File: src/rtl/imm_split.sv
// imm_split: breaks a 32-bit constant into the shortest sequence of 20-bit
// immediate words (one word, or an upper/lower pair) for the immediate extender.
module imm_split (
    input  logic        clk,
    input  logic        rst_n,
    input  logic        in_valid_i,
    input  logic [31:0] in_value_i,
    output logic        in_ready_o,
    output logic        out_valid_o,
    input  logic        out_ready_i,
    output logic [19:0] out_imm_o,
    output logic        out_ext_op_o,
    output logic        out_unsigned_op_o,
    output logic        out_upper_o,
    output logic        out_last_o
);

    localparam int unsigned IMM_W = 20;
    localparam int unsigned LO_W  = 12;

    typedef enum logic [1:0] {
        IDLE = 2'd0,
        ONE  = 2'd1,
        HI   = 2'd2,
        LO   = 2'd3
    } state_e;

    state_e             state_q, state_d;
    logic [IMM_W-1:0]   imm_q, imm_d;
    logic               ext_q, ext_d;
    logic               uns_q, uns_d;
    logic               upper_q, upper_d;
    logic               last_q, last_d;
    logic [LO_W-1:0]    lo_q, lo_d;

    logic               hs;
    logic               accept;
    logic               load;

    logic               cls_pair;
    logic [IMM_W-1:0]   cls_imm;
    logic               cls_ext;
    logic               cls_uns;
    logic               cls_upper;
    logic               cls_last;

    logic               is_s12;
    logic               is_u12;
    logic               is_s20;
    logic [IMM_W-1:0]   hi_rounded;

    // Handshake decode; a new constant can enter while the last word leaves
    always_comb begin
        out_valid_o = (state_q != IDLE);
        hs          = out_valid_o & out_ready_i;
        in_ready_o  = (state_q == IDLE) | (hs & last_q);
        accept      = in_valid_i & in_ready_o;
    end

    // Classify the incoming constant and form its first word
    always_comb begin
        is_s12     = (&in_value_i[31:11]) | ~(|in_value_i[31:11]);
        is_u12     = ~(|in_value_i[31:12]);
        is_s20     = (&in_value_i[31:19]) | ~(|in_value_i[31:19]);
        hi_rounded = in_value_i[31:12] + IMM_W'(in_value_i[11]);

        cls_pair  = 1'b0;
        cls_imm   = {8'h00, in_value_i[11:0]};
        cls_ext   = 1'b0;
        cls_uns   = 1'b0;
        cls_upper = 1'b0;
        cls_last  = 1'b1;

        if (is_s12) begin
            cls_uns = 1'b0;
        end else if (is_u12) begin
            cls_uns = 1'b1;
        end else if (is_s20) begin
            cls_imm = in_value_i[19:0];
            cls_ext = 1'b1;
        end else begin
            // Upper half is rounded so the sign-extended low word lands exactly
            cls_pair  = 1'b1;
            cls_imm   = hi_rounded;
            cls_ext   = 1'b1;
            cls_upper = 1'b1;
            cls_last  = 1'b0;
        end
    end

    // Next-state and output-field logic
    always_comb begin
        state_d = state_q;
        imm_d   = imm_q;
        ext_d   = ext_q;
        uns_d   = uns_q;
        upper_d = upper_q;
        last_d  = last_q;
        lo_d    = lo_q;
        load    = 1'b0;

        case (state_q)
            IDLE: begin
                load = accept;
            end
            ONE, LO: begin
                if (hs) begin
                    if (accept) begin
                        load = 1'b1;
                    end else begin
                        state_d = IDLE;
                    end
                end
            end
            HI: begin
                if (hs) begin
                    state_d = LO;
                    imm_d   = {8'h00, lo_q};
                    ext_d   = 1'b0;
                    uns_d   = 1'b0;
                    upper_d = 1'b0;
                    last_d  = 1'b1;
                end
            end
            default: begin
                state_d = IDLE;
            end
        endcase

        if (load) begin
            state_d = cls_pair ? HI : ONE;
            imm_d   = cls_imm;
            ext_d   = cls_ext;
            uns_d   = cls_uns;
            upper_d = cls_upper;
            last_d  = cls_last;
            lo_d    = in_value_i[11:0];
        end
    end

    // State and output registers; reset drops any pending constant
    always_ff @(posedge clk or negedge rst_n) begin
        if (!rst_n) begin
            state_q <= IDLE;
            imm_q   <= '0;
            ext_q   <= 1'b0;
            uns_q   <= 1'b0;
            upper_q <= 1'b0;
            last_q  <= 1'b0;
            lo_q    <= '0;
        end else begin
            state_q <= state_d;
            imm_q   <= imm_d;
            ext_q   <= ext_d;
            uns_q   <= uns_d;
            upper_q <= upper_d;
            last_q  <= last_d;
            lo_q    <= lo_d;
        end
    end

    // Output fields straight from their registers
    always_comb begin
        out_imm_o         = imm_q;
        out_ext_op_o      = ext_q;
        out_unsigned_op_o = uns_q;
        out_upper_o       = upper_q;
        out_last_o        = last_q;
    end

endmodule

File: config.mk
export PLATFORM = sky130hd
export DESIGN_NAME = imm_split
export DESIGN_NICKNAME = d
export VERILOG_FILES = /design/src/rtl/imm_split.sv
export SDC_FILE = /design/constraint.sdc
export NUM_CORES = 1
export LEC_CHECK = 0
export CAP_MARGIN = 40
export CORE_ASPECT_RATIO = 2
export CORE_MARGIN = 3
export CORE_UTILIZATION = 48
export DETAILED_ROUTE_END_ITERATION = 8
export PLACE_DENSITY = 0.8
export SLEW_MARGIN = 0
export SYNTH_ARGS = -nofsm -noshare
export SYNTH_HDL_FRONTEND = slang
export SYNTH_SLANG_ARGS = --single-unit
File: constraint.sdc
create_clock -name clk -period 1.8 [get_ports clk]
set_input_delay 0.45 -clock clk [delete_from_list [all_inputs] [get_ports clk]]
set_output_delay 0.45 -clock clk [all_outputs]
set_load 0.02 [all_outputs]
==> results of run 1 <==
timing repair:
item	4_1_cts	5_1_grt
cloned	1	0
pin swaps	20	16
endpoints found under the setup margin	28	22
gates resized for setup	50	39
buffers inserted	1	4
placed cells by master (no fill, tap or decap), types with 6 or more instances in the layout:
cell	n
a31oi_1	6
nor3_2	8
inv_1	9
nor2_1	14
dfrtp_1	38
o21ai_0	7
xnor2_1	7
nand3_1	11
a21oi_1	6
dlygate4sd2_1	11
buf_4	61
nand2_1	58
clkbuf_8	6
o211ai_1	6
clkdlybuf4s50_1	36
o21ai_1	7
cell families (layout without fill, tap and decap cells):
kind of cell	count (synthesis)	after routing	share of synthesized area, %
AOI/OAI and AO/OA	59	59	17.3
xor gates and xnor gates	12	12	4.67
adders and majority gates	3	3	1.67
buffers and inverters	20	145	3.95
DFF	38	38	42.3
muxes	5	5	2.28
and+or+nand+nor	125	126	27.8
layout make-up:
type,count,area [µm²]
Sequential cell,38,951
Tap cell,54,67.6
Inverter,9,33.8
Timing Repair Buffer,128,1120
Clock inverter,2,60.1
Clock buffer,6,82.6
Multi-Input combinational cell,205,1430
Fill cell,257,681
worst min path at each step:
stage	slack, ns	end	startpoint
after floorplan	0.15	lo_q[0]$_DFFE_PN0P_	rst_n
after CTS	0.20	out_imm_o[4]$_DFFE_PN0P_	rst_n
after global routing	0.22	out_imm_o[4]$_DFFE_PN0P_	rst_n
final	0.17	out_imm_o[4]$_DFFE_PN0P_	rst_n
after global placement	0.45	lo_q[3]$_DFFE_PN0P_	lo_q[3]$_DFFE_PN0P_
after detailed placement	0.46	lo_q[4]$_DFFE_PN0P_	lo_q[4]$_DFFE_PN0P_
per-stage QoR:
| step | worst slack (ns) | area, µm² |
|---|---|---|
| finish | -0.0471 | 3740 |
| global route | -0.0957 | 3740 |
| CTS | 0.000314 | 3620 |
| detailed placement | -0.666 | 3400 |
| global placement | -0.673 | 3400 |
| floorplan | -0.00525 | 2280 |
power breakdown:
part	total (mW)	leakage, nW	internal, mW	switching [mW]
clock network	0.935	0.0714	0.592	0.343
logic	2.45	1.17	1.11	1.34
registers	1.51	0.469	1.26	0.246
total	4.90	1.71	2.97	1.93
flip-flops by register name (all words and copies together), names as in the netlist:
| register | cells |
|---|---|
| out_ext_op_o | 1 |
| lo_q | 12 |
| out_last_o | 1 |
| state_q | 2 |
| out_upper_o | 1 |
| out_imm_o | 20 |
| out_unsigned_op_o | 1 |
layer usage:
metal	wire length (µm)	part of all wire, %
met1	2850	31
met2	4870	53
met3	677	7.3
met4	820	8.9
met5	0	0
critical path, cell delays in order:
cell and delay [ns]:
clkdlybuf4s15_2 0.20, ha_4 0.16, nand4_1 0.23, nor4_2 0.33, xor2_1 0.31, o21ai_2 0.13, o221ai_2 0.24
==> results.sh, run 1 <==
export IMPL_syn_avg_cell_area_um2=8.58
export IMPL_crit_start="in_value_i[12]"
export IMPL_whs_ns=0.172
export IMPL_synthTopCellsByArea="dfrtp_1 42%, nand2_1 10%, nand3_1 3.1%"
export IMPL_required_ns=2.01
export IMPL_viasPerCell=6.28
export IMPL_finalPower_mw=4.90
export IMPL_clk_latency_ns=0.31
export IMPL_met1_usage_pct=32.0
export IMPL_cts_root_buf="clkbuf_8"
export IMPL_fin_skew_ns=0.0116
export IMPL_wl_per_cell_um=20.9
export IMPL_dp_cells=428
export IMPL_worstPathArrival_ns=2.06
export IMPL_worstMarginPinSlew_ns=0.496
export IMPL_cts_hold_buf=0
export IMPL_layout_drive_gt1_share_pct=32.0
export IMPL_drv_cap=0
export IMPL_num_vias=2774
export IMPL_critPathKind="in -> reg"
export IMPL_antenna_left=0
export IMPL_first_pass_iters=6
export IMPL_yosysWarnings=0
export IMPL_die_x_um=54.4
export IMPL_synth_top_area_share_pct=42.3
export IMPL_instances_no_fill=442
export IMPL_min_period_ns=1.85
export IMPL_hold_violations=0
export IMPL_fin_util_pct=84.6
export IMPL_std_cell_rows=34
export IMPL_nets=426
export IMPL_track_usage_pct=33.0
export IMPL_grt_max_degree=39
export IMPL_yosysSeqAreaShare_pct=42.3
export IMPL_cts_buffers_inserted=5
export IMPL_syn_to_final_growth_pct=66.5
export IMPL_cp_start_kind="input port"
export IMPL_rsz0062_at_grt="yes"
export IMPL_p_per_area_nw_per_um2=1310
export IMPL_grt_use_met2_pct=58.0
export IMPL_synth_edf_count=0
export IMPL_synth_commonest_cells="60 x nand2_1, 38 x dfrtp_1, 15 x nor2_1"
export IMPL_r2r_cells=6
export IMPL_path_max_fanout=4
export IMPL_asyncSetResetFlopFracSynth_pct=100
export IMPL_r2r_end="out_imm_o[18]$_DFFE_PN0P_"
export IMPL_timing_final_ws_setup_ns=-0.0471
export IMPL_coreArea_um2=4420
export IMPL_antenna_found_initial=0
export IMPL_crit_path_end="out_imm_o[11]$_DFFE_PN0P_"
export IMPL_dp_final_hpwl_mm=5.90
export IMPL_r2r_slack_ns=0.17
export IMPL_ys_types=42
export IMPL_wl_mm=9.22
export IMPL_ys_flop_type="dfrtp_1"
export IMPL_synth_seq_cells=38
export IMPL_ios=62
export IMPL_r2r_start="state_q[0]$_DFFE_PN0P_"
export IMPL_netlist_area_um2=2250
export IMPL_period_share_pct=103
export IMPL_min_path_type="in -> async"
export IMPL_outcome="finished, violations left"
export IMPL_gr_total_overflow=0
export IMPL_globalRouteMet3Util_pct=6.66
export IMPL_grt_pass1_vias=2761
export IMPL_die_h_um=103
export IMPL_crit_path_end_kind="flop"
export IMPL_tns_ns=-0.0528
export IMPL_dieArea_um2=5590
export IMPL_clk_pin_slew_ns=0.09
export IMPL_initial_core_util_pct=50.8
export IMPL_syn_num_nets=301
export IMPL_yosysMostFrequentCell="nand2_1"
export IMPL_port_buffers=61
export IMPL_drv_slew=0
export IMPL_first_iter_violations=167
export IMPL_max_clock_path_buffers=2
export IMPL_max_freq_ghz=0.541
export IMPL_max_slew_margin_pct=66.9
export IMPL_setup_viol=2
export IMPL_synth_top_cell_by_area="dfrtp_1"
export IMPL_cts_tree="yes"
export IMPL_diodes=0
export IMPL_violations="negative setup slack"
export IMPL_grt_pass1_wl_mm=12.9
export IMPL_drc=0
export IMPL_postSynthCellCount=262
export IMPL_h_tree_depth=2
export IMPL_cts_sinks=38
export IMPL_gp_congestion=0.949
export IMPL_peakVddDrop_mv=1.16
export IMPL_busiest_layer="met2"
export IMPL_power_leakage_nw=1.71
Note: power is estimated with default switching activity, not from simulation.
==> run 2, diff against run 1 <==
==> constraint.sdc (replaced) <==
create_clock -name clk -period 1.8 [get_ports clk]
set_input_delay 0.45 -clock clk [delete_from_list [all_inputs] [get_ports clk]]
set_output_delay 0.45 -clock clk [all_outputs]
set_load 0.005 [all_outputs]
==> run 2 against run 1 <==
Effect of this change:
- the flow now finishes without violations
- non-clock buffer count fell by 2
- clock skew is 0.0046 ns lower
- wire length shrank 19%
- clock power shrank 41%
- critical path type unchanged
- critical endpoint unchanged
- largest power group unchanged
- highest routed layer unchanged
==> results.sh, run 2 (same netlist as run 1, synthesis figures left out) <==
export IMPL_h_tree_depth=2
export IMPL_cp_start_kind="input port"
export IMPL_ios=62
export IMPL_die_h_um=103
export IMPL_critPathKind="in -> reg"
export IMPL_r2r_end="out_imm_o[2]$_DFFE_PN0P_"
export IMPL_drv_cap=0
export IMPL_power_frac_seq_pct=36.6
export IMPL_min_period_ns=1.74
export IMPL_first_iter_violations=96
export IMPL_initial_core_util_pct=50.8
export IMPL_largest_reg_flops=20
export IMPL_outcome="completed"
export IMPL_gr_total_overflow=0
export IMPL_first_pass_iters=4
export IMPL_viasPerCell=5.73
export IMPL_clk_pin_slew_ns=0.08
export IMPL_dp_final_hpwl_mm=5.61
export IMPL_num_vias=2510
export IMPL_max_slew_margin_pct=67.6
export IMPL_r2r_start="state_q[0]$_DFFE_PN0P_"
export IMPL_hold_violations=0
export IMPL_nets=423
export IMPL_peakVddDrop_mv=0.933
export IMPL_r2r_slack_ns=0.13
export IMPL_grt_pass1_wl_mm=11.5
export IMPL_grt_max_degree=39
export IMPL_tns_ns=0
export IMPL_p_switching_mw=1.43
export IMPL_drv_slew=0
export IMPL_area_sequential_um2=952
export IMPL_cts_buffers_inserted=5
export IMPL_grt_pass1_vias=2534
export IMPL_instances_no_fill=438
export IMPL_pwr_share_clk_pct=13.6
export IMPL_r2r_cells=7
export IMPL_layout_drive_gt1_share_pct=30.7
export IMPL_worstMarginPinSlew_ns=0.486
export IMPL_pre_cts_ws_ns=-0.693
export IMPL_syn_to_final_growth_pct=61.1
export IMPL_multiInputGateArea_um2=1400
export IMPL_fin_skew_ns=0.00697
export IMPL_cts_sinks=38
export IMPL_power_leakage_nw=1.70
export IMPL_combPwrFrac_pct=49.9
export IMPL_intPower_mw=2.64
export IMPL_period_share_pct=96.8
export IMPL_final_cell_mix="58 x nand2_1, 58 x buf_4, 37 x dfrtp_1, 35 x clkdlybuf4s50_1, 14 x nor2_1"
export IMPL_antenna_found_initial=0
export IMPL_antenna_left=0
export IMPL_wl_mm=7.47
export IMPL_diodes=0
export IMPL_required_ns=1.96
export IMPL_crit_start="in_value_i[11]"
export IMPL_fillers=306
export IMPL_setup_viol=0
export IMPL_cts_tree="yes"
export IMPL_std_cell_rows=34
export IMPL_drc=0
export IMPL_timing_final_ws_setup_ns=0.0580
export IMPL_worstPathArrival_ns=1.90
export IMPL_port_buffers=61
export IMPL_gp_congestion=0.937
export IMPL_min_path_type="in -> async"
export IMPL_wl_per_cell_um=17.1
export IMPL_dieArea_um2=5590
export IMPL_dp_cells=427
export IMPL_crit_path_end_kind="flop"
export IMPL_track_usage_pct=28.4
export IMPL_path_max_fanout=4
export IMPL_max_clock_path_buffers=2
export IMPL_die_x_um=54.4
export IMPL_sw_frac_of_total_pct=35.1
export IMPL_p_per_area_nw_per_um2=1120
export IMPL_crit_path_end="out_imm_o[11]$_DFFE_PN0P_"
export IMPL_cts_root_buf="clkbuf_8"
export IMPL_coreArea_um2=4420
export IMPL_clk_latency_ns=0.29
export IMPL_max_freq_ghz=0.574
[run 2: cell types whose count changed in the layout (fill, tap and decap cells not counted), sizes merged]
cell	change
clkdlybuf4s15	-4
clkbuf	+7
dlymetal6s2s	+3
nor2	-1
clkinv	+2
clkdlybuf4s50	-1
bufinv	-2
buf	-3
dlygate4sd2	-5
[run 2: final cells by class]
type,count,area share (%)
tap,54,1.87
clock inverter,2,0.276
multi-input combinational,204,38.7
clock buffer,5,1.90
sequential,38,26.3
inverter,9,0.933
timing repair buffer,126,30.1
[run 2: critical path: stages]
cell and delay [ns]:
clkbuf_2 0.12, ha_4 0.17, nand4_1 0.24, nor4_1 0.44, xor2_1 0.12, o21ai_0 0.22, o221ai_1 0.14
[run 2: worst min-delay path by stage]
stage                     slack, ns                  endpoint
final                          0.20       lo_q[8]$_DFFE_PN0P_
after global routing           0.22  out_imm_o[8]$_DFFE_PN0P_
after CTS                      0.22  out_imm_o[8]$_DFFE_PN0P_
after detailed placement       0.46       lo_q[7]$_DFFE_PN0P_
after global placement         0.45       lo_q[3]$_DFFE_PN0P_
after floorplan                0.15       lo_q[0]$_DFFE_PN0P_
[run 2: per-layer routing]
| metal | vias to the layer above | track usage, % | share of wire, % | wire length [µm] |
|---|---|---|---|---|
| li1 | 1184 | - | - | - |
| met1 | 1189 | 28.3 | 34 | 2520 |
| met2 | 104 | 51.8 | 56 | 4200 |
| met3 | 33 | 4.63 | 5.1 | 381 |
| met4 | 0 | 16.7 | 4.9 | 363 |
| met5 | - | 0 | 0 | 0 |
[run 2: power by group through the flow]
stage | Clock (mW) | Combinational (mW) | Sequential, mW
after floorplan | 0 | 0.811 | 1.48
after global placement | 0 | 1.90 | 1.49
after detailed placement | 0 | 1.96 | 1.50
after CTS | 0.562 | 2.01 | 1.49
after global routing | 0.600 | 2.23 | 1.53
final | 0.553 | 2.03 | 1.49
[run 2: metrics by stage]
stage,cell area [µm²],utilization (%),power [mW],hold WS [ns]
after floorplan,2280,-,2.29,0.154
after global placement,3390,76.6,3.38,0.447
after detailed placement,3390,76.6,3.46,0.455
after CTS,3560,80.5,4.07,0.216
after global routing,3620,81.9,4.36,0.224
final,3620,81.9,4.07,0.202
[run 2: what timing repair did]
item / CTS / global route
resized for setup: 44 / 43
hold buffers: 0 / 0
pin swaps: 16 / 12
setup endpoints to repair: 28 / 23
setup buffers: 3 / 1
==> run 3, diff against run 2 <==
--- a/config.mk
+++ b/config.mk
@@ -9,6 +9,7 @@
 export CORE_ASPECT_RATIO = 2
 export CORE_MARGIN = 3
 export CORE_UTILIZATION = 48
+export CTS_CLUSTER_SIZE = 12
 export DETAILED_ROUTE_END_ITERATION = 8
 export PLACE_DENSITY = 0.8
 export SLEW_MARGIN = 0
==> results of run 3 <==
No change in the layout: final DEF, timing and power equal those of run 2.
==> RTL edit 1: new RTL, settings of run 1 <==
`lo_q` no longer has a reset.
--- a/src/rtl/imm_split.sv
+++ b/src/rtl/imm_split.sv
@@ -147,7 +147,6 @@
             uns_q   <= 1'b0;
             upper_q <= 1'b0;
             last_q  <= 1'b0;
-            lo_q    <= '0;
         end else begin
             state_q <= state_d;
             imm_q   <= imm_d;
@@ -155,8 +154,11 @@
             uns_q   <= uns_d;
             upper_q <= upper_d;
             last_q  <= last_d;
-            lo_q    <= lo_d;
         end
+    end
+
+    always_ff @(posedge clk) begin
+        lo_q <= lo_d;
     end
 
     // Output fields straight from their registers
Behaviour: same outputs for any inputs over 10 cycles, from zero or initial values and one cycle with rst_n low; that may be too few to reach the edited logic, so the function may still have changed.
==> RTL edit 1 against run 1 <==
- clock power down 7.1%
- design area down 2.4%
- die area down 1.3%
- sequential power down 3%
- synthesized area down 1.4%
- wire length down 10%
- sequential cell count unchanged
- power down 7.6%
- setup slack better by 0.066 ns
- critical path depth unchanged
- hold slack better by 0.31 ns
- critical endpoint is now out_imm_o[0]
- highest routed layer unchanged
==> RTL edit 1: results (changes against run 1) <==
Worst Tran Pin Value=0.433 ns (-0.0630 ns); Adder-Cell Fraction of Synth Area=1.69% (+0.024 points); worst slack, placed=-0.809 ns (-0.143 ns); Synth Area in XOR/XNOR=5.53% (+0.86 points); GRT Util Overall=30.9% (-2.1 points); worst reg2reg path endpoint=state_q[0]; Psw=1.70 mW (-12%); starting DRC count in detailed routing=116 (-31%); Global Route met1 Usage=30.5% (-1.5 points); DRT Pass-1 Iters=4 (-2); Lkg Pwr=1.62 nW (-5.3%); wire per inst=20.1 um (-3.8%); met3 global-route usage=4.23% (-2.4 points); Clock Skew=0.00644 ns (-0.00517 ns); Metal-1 WL=2600 um (-8.5%); status=completed; number of synthesized flops with an enable pin=12 (+12); post-synthesis compound-gate area fraction=18.6% (+1.3 points); register area share after synthesis=45.6% (+3.3 points); Comb pwr share=48.6% (-1.5 points); Max stage delay on crit path=0.57 ns (+0.24 ns); largest net degree at the start of global routing=27 (-31%); arrival time at the worst endpoint=1.95 ns (-0.11 ns); worst setup margin=0.0191 ns (+0.0662 ns); setup violators final=0 (-2); Area contributors post-synth=dfrtp_1 (29%), edfxtp_1 (16%), a21oi_1 (4.3%), nand2_1 (3.7%), xor2_1 (3.6%); GP Congestion=0.915 (-3.6%); vias after detailed routing=2,535 (-8.6%); syn nets=272 (-9.6%); worst hold path class=reg -> reg; reg2reg setup slack=0.06 ns (-0.11 ns); maximum net fanout on the critical path=5 (+1); Cell Area, Placed=3320 um2 (-2.3%); fill cell count=252 (-1.9%); Yosys cell types=44 (+4.8%); met3 wire len=486 um (-28%); met2 WL=4670 um (-4.2%); met2 usage=56.9% (-1.1 points); Clk. pwr=0.869 mW (-7.1%)
RTL edit 1: cell types whose count changed in the layout (fill, tap and decap cells not counted), sizes merged, moves of 4 or more:
cell,before,now
nand2,61,23
dfrtp,38,26
edfxtp,0,12
a21oi,8,19
o21a,6,0
a22oi,1,6
xor2,4,9
a31oi,6,2
and4,6,2
RTL edit 1: cell type report:
type                       count  area share [%]
tap                           54            1.85
inverter                      10            1.03
timing repair buffer         128            30.6
clock buffer                   5            1.88
clock inverter                 3            1.75
multi-input combinational    175            35.2
sequential                    38            27.7
RTL edit 1: stage by stage:
step / hold slack, ns / setup TNS [ns]
2_1_floorplan: 0.154 / -0.0657
3_3_place_gp: 0.459 / -15.24
5_1_grt: 0.510 / -0.194
6_report: 0.482 / 0
3_5_place_dp: 0.472 / -16.95
4_1_cts: 0.489 / 0
RTL edit 1: timing repair:
item                       CTS  global route
gates cloned                 1             0
setup endpoints to repair   28            21
buffers inserted             9             1
gates resized for setup     56            18
hold endpoints to repair     0             0
pin swaps                   18             9
==> RTL edit 2: new RTL, settings of run 1 <==
Made on the original files. Re-encode `state_e` (4 states) as one-hot, 4 bits wide.
--- a/src/rtl/imm_split.sv
+++ b/src/rtl/imm_split.sv
@@ -18,11 +18,11 @@
     localparam int unsigned IMM_W = 20;
     localparam int unsigned LO_W  = 12;
 
-    typedef enum logic [1:0] {
-        IDLE = 2'd0,
-        ONE  = 2'd1,
-        HI   = 2'd2,
-        LO   = 2'd3
+    typedef enum logic [3:0] {
+        IDLE = 4'b0001,
+        ONE  = 4'b0010,
+        HI   = 4'b0100,
+        LO   = 4'b1000
     } state_e;
 
     state_e             state_q, state_d;
Check against the original RTL: same outputs for any inputs over 10 cycles, from zero or initial values and one cycle with rst_n low; not proved beyond that.
==> RTL edit 2 against run 1 <==
- the flow still finishes with violations (setup timing)
- wire length rose by 28%
- design area increased by 15%
- sequential cell count is 2 higher
- setup slack lost 0.29 ns
- combinational power increased by 39%
- synthesized area is 7.3% higher
- power up 15%
- critical path type is now reg -> reg
- largest cell class unchanged
- largest power group unchanged
==> RTL edit 2: results (changes against run 1) <==
Post-DP HPWL=5810 um (-1.4%); largest net degree at the start of global routing=41 (+5.1%); GRT Util Overall=33.0% (about the same); starting DRC count in detailed routing=271 (+62%); failing checks=setup timing; maximum net fanout on the critical path=7 (+3); Psw=2.41 mW (+25%); worst setup margin=-0.338 ns (-0.291 ns); setup violators final=39 (+37); Cell Area, Placed=3540 um2 (+4.2%); Area contributors post-synth=dfrtp_1 (40%), nand2_1 (6.5%), nor2_1 (4.4%), xnor2_1 (3.6%), inv_1 (3.1%); syn nets=327 (+8.6%); final instance count without filler cells=484 (+9.5%); register area share after synthesis=41.5% (-0.75 points); layout cells sized above 1=39.2% (+7.2 points); wire per inst=24.3 um (+16%); Yosys cell types=43 (+2.4%); global-route wire length before repair=15,200 um (+18%); worst slack, placed=-0.952 ns (-0.286 ns); Vias/cell=6.63 (+5.6%); Worst slew margin=63.3% (-3.6 points); Mapped Avg Cell Area=8.38 um2 (-2.4%); GP Congestion=1.02 (+7.1%); fill cell count=176 (-32%); Lkg Pwr=1.98 nW (+16%); DRT Pass-1 Iters=5 (-1); VDD IR max=0.00106 V (-8.8%); nets@finish=467 (+9.6%); vias in the first global route=3,150 (+14%); cell count after placement=456 (+6.5%); Clock Skew=0.00336 ns (-0.00826 ns); initial antenna violation count=0 (unchanged); status=finished, violations left
[RTL edit 2: cell count changes after synthesis, sizes merged, moves of 5 or more]
cell,change
nand2,-18
nor2,+12
inv,+11
o21ai,-8
o32ai,+7
buf,+6
o22ai,+6
a211o,+5
a21oi,+5
a31oi,+5
and4,-5
[RTL edit 2: path summary, 6_finish.rpt]
kind / slack [ns] / depth (start not counted) / to / start
max: -0.34 / 6 / out_imm_o[9] / state_q[0]
min: 0.21 / 2 / out_imm_o[0] / rst_n
max reg2reg: -0.34 / 6 / out_imm_o[9] / state_q[0]
min reg2reg: 0.48 / 2 / lo_q[8] / lo_q[8]
max in group asynchronous: 1.21 / 2 / state_q[0] / rst_n
min in group clk: 0.48 / 2 / lo_q[8] / lo_q[8]
[RTL edit 2: power by group through the flow]
stage | logic [mW] | clock network, mW | registers, mW
floorplan | 0.999 | 0 | 1.85
global placement | 2.43 | 0 | 1.53
detailed placement | 2.51 | 0 | 1.54
CTS | 2.85 | 0.606 | 1.54
global route | 3.57 | 0.657 | 1.66
finish | 3.41 | 0.618 | 1.62
[RTL edit 2: kinds of logic after synthesis]
| family | Yosys count | share of synthesized area (%) |
|---|---|---|
| AO/OA/AOI/OAI | 67 | 18.8 |
| XOR/XNOR | 14 | 5.08 |
| adder cells (fa/ha/maj) | 3 | 1.56 |
| buffers and inverters | 38 | 7.37 |
| flip-flops | 40 | 41.5 |
| multiplexers | 1 | 0.467 |
| AND/OR/NAND/NOR | 125 | 25.2 |
[RTL edit 2: area by class of cell]
cell class	instances	area [um2]	area share [%]
Multi-Input combinational cell	211	1670	38.5
Timing Repair Buffer	150	1420	32.9
Sequential cell	40	1000	23.2
Inverter	20	75.1	1.74
Clock buffer	5	68.8	1.59
Tap cell	55	68.8	1.59
Clock inverter	3	18.8	0.434
[RTL edit 2: worst max-delay path, cell delays in order (launching register included)]
cell       delay (ns)
dfstp_2          0.54
or4b_4           0.50
buf_6            0.14
mux2_4           0.29
o21a_4           0.18
clkbuf_16        0.18
a31oi_1          0.20
[RTL edit 2: what timing repair did]
action	CTS	global route
pin swaps	17	10
cloned	3	2
setup endpoints to repair	28	36
buffers inserted	10	5
resized for setup	110	50
[RTL edit 2: through the flow]
step / utilization, % / total power, mW
5_1_grt: 91.3 / 5.88
3_5_place_dp: 74.8 / 4.05
6_report: 91.3 / 5.65
2_1_floorplan: - / 2.85
4_1_cts: 84.9 / 5.00
3_3_place_gp: 74.8 / 3.96
[RTL edit 2: per-layer routing]
layer | wire, um | vias to the layer above | part of all wire [%] | global-route usage, %
met2 | 6260 | 271 | 53 | 58.5
met1 | 3590 | 1539 | 31 | 33.5
met4 | 982 | 0 | 8.4 | 24.4
met5 | 0 | - | 0 | 0
met3 | 920 | 93 | 7.8 | 5.35
li1 | - | 1305 | - | -
